**src/rtl/datapath_writeback.sv**
```systemverilog
// rtl/datapath_writeback.sv - writeback stage with 8x16 register file and retire counter
//
// Purpose: aligns validity with the EX/WB pipeline register, decodes the
// instruction in EX_WB to pick a destination and write value, updates the
// register file, serves two bypassed read ports and counts retirements.
//
// Ports:
//   clk            in   system clock, rising edge
//   reset          in   asynchronous, active-high reset
//   EX_WB          in   {PC, data1, data2, ALUout, instr} bundle from execute
//   ex_valid       in   valid for the bundle being registered into EX_WB
//   i_ldst_rddata  in   load data from data memory (valid during WB of ld)
//   rd_addr1/2     in   decode-stage read addresses
//   rd_data1/2     out  read data with write-through bypass
//   dataw          out  value written this cycle
//   regw           out  destination register written this cycle
//   wb_en          out  a register write happens this cycle
//   retired        out  count of valid instructions completed (wraps)

module datapath_writeback #(
  parameter int EX_WB_WIDTH = 80
) (
  input  logic                   clk,
  input  logic                   reset,
  input  logic [EX_WB_WIDTH-1:0] EX_WB,
  input  logic                   ex_valid,
  input  logic [15:0]            i_ldst_rddata,
  input  logic [2:0]             rd_addr1,
  input  logic [2:0]             rd_addr2,
  output logic [15:0]            rd_data1,
  output logic [15:0]            rd_data2,
  output logic [15:0]            dataw,
  output logic [2:0]             regw,
  output logic                   wb_en,
  output logic [15:0]            retired
);

  localparam logic [4:0] OP_MV    = 5'b00000;
  localparam logic [4:0] OP_ADD   = 5'b00001;
  localparam logic [4:0] OP_SUB   = 5'b00010;
  localparam logic [4:0] OP_LD    = 5'b00100;
  localparam logic [4:0] OP_CALLR = 5'b01100;
  localparam logic [4:0] OP_MVI   = 5'b10000;
  localparam logic [4:0] OP_ADDI  = 5'b10001;
  localparam logic [4:0] OP_SUBI  = 5'b10010;
  localparam logic [4:0] OP_MVHI  = 5'b10110;
  localparam logic [4:0] OP_CALL  = 5'b11100;

  logic        wb_valid_q;
  logic [15:0] retired_q, retired_d;
  logic [15:0] rf_q [8];

  logic [15:0] pc_f, alu_f, instr_f;
  logic [4:0]  opcode;
  logic [2:0]  rx;
  logic        wr_alu, wr_ld, wr_call;

  assign pc_f    = EX_WB[79:64];
  assign alu_f   = EX_WB[31:16];
  assign instr_f = EX_WB[15:0];
  assign opcode  = instr_f[4:0];
  assign rx      = instr_f[7:5];

  // data1/data2 and the upper instruction byte are carried for other
  // stages; writeback has no use for them.
  logic unused_fields;
  assign unused_fields = ^{EX_WB[63:32], instr_f[15:8]};

  always_comb begin
    wr_alu  = 1'b0;
    wr_ld   = 1'b0;
    wr_call = 1'b0;
    unique case (opcode)
      OP_MV, OP_ADD, OP_SUB, OP_MVI, OP_ADDI, OP_SUBI, OP_MVHI: wr_alu = 1'b1;
      OP_LD:                                                   wr_ld = 1'b1;
      OP_CALL, OP_CALLR:                                       wr_call = 1'b1;
      default: ;
    endcase
  end

  // Calls always link into R7 regardless of the Rx field.
  always_comb begin
    wb_en = wb_valid_q & (wr_alu | wr_ld | wr_call);
    regw  = wr_call ? 3'd7 : rx;
    if (wr_call)    dataw = pc_f;
    else if (wr_ld) dataw = i_ldst_rddata;
    else            dataw = alu_f;
  end

  // Write-through bypass so decode sees the value being written this cycle.
  always_comb begin
    rd_data1 = (wb_en && rd_addr1 == regw) ? dataw : rf_q[rd_addr1];
    rd_data2 = (wb_en && rd_addr2 == regw) ? dataw : rf_q[rd_addr2];
  end

  assign retired_d = wb_valid_q ? retired_q + 16'd1 : retired_q;
  assign retired   = retired_q;

  always_ff @(posedge clk or posedge reset) begin
    if (reset) begin
      wb_valid_q <= 1'b0;
      retired_q  <= 16'h0000;
      for (int i = 0; i < 8; i++) rf_q[i] <= 16'h0000;
    end else begin
      wb_valid_q <= ex_valid;
      retired_q  <= retired_d;
      if (wb_en) rf_q[regw] <= dataw;
    end
  end

endmodule

```
**config.mk**
```make
export PLATFORM = sky130hd
export DESIGN_NAME = datapath_writeback
export DESIGN_NICKNAME = d
export VERILOG_FILES = /design/src/rtl/datapath_writeback.sv
export SDC_FILE = /design/constraint.sdc
export NUM_CORES = 1
export LEC_CHECK = 0
export BUFFER_PORTS_ARGS = -buffer_cell sky130_fd_sc_hd__clkbuf_2
export CELL_PAD_IN_SITES_DETAIL_PLACEMENT = 0
export CELL_PAD_IN_SITES_GLOBAL_PLACEMENT = 1
export CORE_MARGIN = 2
export CORE_UTILIZATION = 46
export CTS_CLUSTER_DIAMETER = 200
export DETAILED_ROUTE_END_ITERATION = 10
export HOLD_SLACK_MARGIN = 0.15
export PLACE_DENSITY_LB_ADDON = 0.1
export SYNTH_ARGS = -nofsm -noshare
export SYNTH_HDL_FRONTEND = slang
export SYNTH_SLANG_ARGS = --single-unit
```
**constraint.sdc**
```tcl
create_clock -name clk -period 5.35 [get_ports clk]
set_input_delay 1.07 -clock clk [delete_from_list [all_inputs] [get_ports clk]]
set_output_delay 1.07 -clock clk [all_outputs]
set_load 0.02 [all_outputs]
```
==> results by group <==
Pwr
  • Static Leak: 4.659 nW
  • Maximum VDD drop: about 220 uV
  • PwrDens: 381.1 nW/um^2

Critical path
  • Critical-path cell list: clkbuf_2 > nor4bb_4 > buf_4 > nor2_2 > xor2_1 > nand4_4 > buf_4 > mux2_4 > clkbuf_2
  • CP Class: primary input to primary output
  • CP max stage cell: buf_4
  • Setup crit start kind: primary input
  • R2R Path Start: wb_valid_q$_DFF_PP0_
  • FF-to-FF path depth: 4
  • Max incr delay on CP: around 0.39 ns
  • Cell family with most CP delay: buffers and inverters
  • CP startpoint: EX_WB[0]
  • Reg2Reg Capture Point: rf_q[55]$_DFFE_PP0P_
  • Arr. time, crit path: 3.44 ns
  • WP data required: between 4 and 5 ns
  • CP endpoint kind: primary output
  • Reg2Reg Setup Slack: approximately 3 ns
  • Buffers plus inverters on the worst setup path: 4
  • Crit path max fanout: 21

CTS
  • CTS clk-pin slew, worst paths: about 0.060 ns
  • CTS tree: built
  • Post-CTS Hold Fix Bufs: 0
  • CTS Buffer Depth: 2
  • Cts repair resizes: 0
  • TritonCTS buffer count: 17
  • Setup bufs post-CTS: 0
  • Clock Latency Late Sink: approximately 0.43 ns
  • Clock sinks: about 150
  • CTS H-tree depth: 4
  • Root buf cell: clkbuf_16

Route
  • DRT Pass-1 Iters: 4
  • Wire per inst: between 20 and 25 um
  • Post-route ant nets: 0
  • Routed vias: 5301
  • Vias per cell: ~5.7
  • Drt total wl: 20770 um
  • DRC Markers: 0
  • Initial DRC count: between 200 and 300

Synthesis
  • Synth Area in Compound Gates: under 10%
  • Multiplexer share of the synthesized area: about 45%
  • Syn avg cell area: roughly 15 sq um
  • Register area share after synthesis: a little over two fifths
  • Net Count, Synth: 683
  • Post-synth ARST share: 100.0%
  • Mapped Cells: a little under 600
  • Post-synthesis cell area: 8581 sq um
  • Yosys reg bits: approximately 150
  • Largest family of logic cells by synthesized area: multiplexers
  • Post-Synth XOR/XNOR Area: ~2.3%
  • Synth warn: 0
  • Post-synth EDFFs: 0
  • Post-Synth Adder-Cell Area: less than 1%
  • Simple-Gate Fraction of Synth Area: between 5 and 6%
  • Main flop type after synthesis: dfrtp_1
  • Synth unique cells: 37

Min path
  • HP Class: register to register
  • Worst hold path depth: 1
  • Worst hold start: retired[15]$_DFFE_PP0P_
  • Endpoint with the worst hold slack: retired[15]$_DFFE_PP0P_

STA
  • Worst hold slack: ~0.48 ns
  • Fmax: 221.7 MHz
  • Max transition margin: 39.18%
  • Setup violations, final: 0
  • Max-slew violations: 0
  • Period utilization: ~84%
  • TNS Setup: 0 ns
  • RSZ-0062 raised after global routing: no
  • Worst-Margin Slew: 0.9123 ns
  • Post-route minimum period: 4.511 ns
  • Clk_skew: 0.007447 ns
  • Hold Fails Final Rpt: 0
  • Worst setup margin: about 0.84 ns

Floorplanning
  • Core Area: roughly 18000 sq um
  • Initial Util: 47.28%
  • Die Y: ~140 um
  • Die Wd: roughly 140 um
  • I/O Pins: 173
  • Num rows: 49
  • Full die area: between 15000 and 20000 sq um

Global route
  • Overall routing resource usage: about 22%
  • Largest net degree at the start of global routing: between 100 and 150
  • Antenna violations before repair: 0
  • Total global routing overflow: 0
  • Global-route wire length before repair: 32870 um
  • Vias in the first global route: roughly 5800

Final layout
  • Final Cell Area: roughly 10000 sq um
  • NumNets Final: about 800
  • Layout cells sized above 1: a little under half
  • Filler cells: around 1500
  • Antenna Cells: 0
  • Area grow syn2layout: 16.33%
  • Finished Core Util: between 50% and 60%

Status
  • Outcome: complete, no violations

Place
  • # port buffers: 132
  • Gpl congestion: 0.7414
  • Dpl cell area: 9360 sq um
  • Hpwl dp: approximately 13000 um
  • Dpl ws: roughly 0.81 ns

Run
  • Max-cap viol count: 0
## power breakdown
part / leakage (nW) / switching, mW / internal, mW
combinational: 2.50 / 0.459 / 0.569
clock: 0.291 / 0.468 / 0.771
sequential: 1.87 / 0.186 / 1.35
## placed cells by master (no fill, tap or decap), types with 3 or more instances in the layout
cell / synthesis / routed
xor2_1: 8 / 8
xnor2_1: 11 / 11
clkinvlp_4: 0 / 5
bufinv_16: 0 / 3
mux2_1: 133 / 133
nor2b_1: 4 / 3
inv_6: 0 / 3
clkbuf_16: 0 / 17
o21ai_1: 16 / 16
and3_1: 5 / 5
buf_4: 11 / 18
nor2_1: 4 / 4
mux2_4: 20 / 20
mux2i_1: 16 / 16
dfrtp_1: 145 / 145
nand4_4: 4 / 4
nand4_1: 4 / 4
nand2_1: 24 / 24
clkbuf_2: 0 / 132
mux2_2: 40 / 40
clkbuf_8: 0 / 3
mux4_2: 64 / 64
## registers in the layout (all words and copies together), names as in the netlist
name	flops
wb_valid_q	1
rf_q	128
retired	16
## metal layers
| metal | track usage [%] | vias to the layer above | share of wire [%] |
|---|---|---|---|
| li1 | - | 2410 | - |
| met1 | 30.55 | 2751 | 45 |
| met2 | 37.05 | 126 | 50 |
| met3 | 4.586 | 14 | 4.0 |
| met4 | 5.053 | 0 | 0.90 |
| met5 | 0 | - | 0 |
## worst reg2reg max path, cell delays in order, from the launching register on
cell and delay, ns:
dfrtp_1 0.44, and3_1 0.34, buf_4 0.27, nand3_2 0.56
mux2_1 0.55
## cell usage after synthesis, types with 2 or more instances
cell      instances  area, sq um
mux4_2           64         1441
and3_1            5        31.28
nand4_4           4        85.08
nand3_2           2        20.02
buf_4            11        82.58
nand4_1           4        25.02
inv_2             2        7.510
buf_1             2        7.510
xor2_1            8        70.07
xor2_2            2        32.53
nand3_1           2        10.01
mux2_1          133         1498
nor2_1            4        15.01
xnor2_1          11        96.34
nor2b_1           4        25.02
buf_2            27        135.1
mux2_4           20        300.3
inv_1             2        7.510
clkbuf_1         10        37.54
buf_6             5        56.30
nand2_1          24        90.09
mux2i_1          16        160.2
nor2_8            2        40.04
nand4b_4          2        47.55
o21ai_1          16        80.08
mux2_2           40        450.4
dfrtp_1         145         3628
## stage by stage
stage                     power, mW  cells
final                         3.804    933
after global routing          4.002    933
after CTS                     3.840    933
after detailed placement      2.593    901
after global placement        2.541    901
after floorplan               2.301    577
## kinds of logic (layout without fill, tap and decap cells)
family,count (synthesis),count (layout)
muxes,273,273
DFF,145,145
buffers and inverters,59,186
and+or+nand+nor,58,58
xor gates and xnor gates,21,21
AOI/OAI and AO/OA,20,20
adders and majority gates,1,1
## final cells by class
| type | instances | area (sq um) | area share [%] |
|---|---|---|---|
| Clock buffer | 20 | 466.7 | 4.675 |
| Tap cell | 229 | 286.5 | 2.870 |
| Multi-Input combinational cell | 373 | 4629 | 46.38 |
| Inverter | 4 | 20.02 | 0.2006 |
| Timing Repair Buffer | 150 | 795.8 | 7.972 |
| Clock inverter | 12 | 155.1 | 1.554 |
| Sequential cell | 145 | 3628 | 36.35 |
## worst max path at each step
stage	endpoint	slack, ns	cells after the start
final	rd_data1[8]	0.84	9
after global routing	rd_data1[9]	0.70	9
after detailed placement	rd_data1[8]	0.81	9
after floorplan	retired[0]$_DFFE_PP0P_	0.39	1
after CTS	rd_data1[8]	0.80	9
after global placement	rd_data1[10]	0.82	9
(Power assumes the default switching activity.)
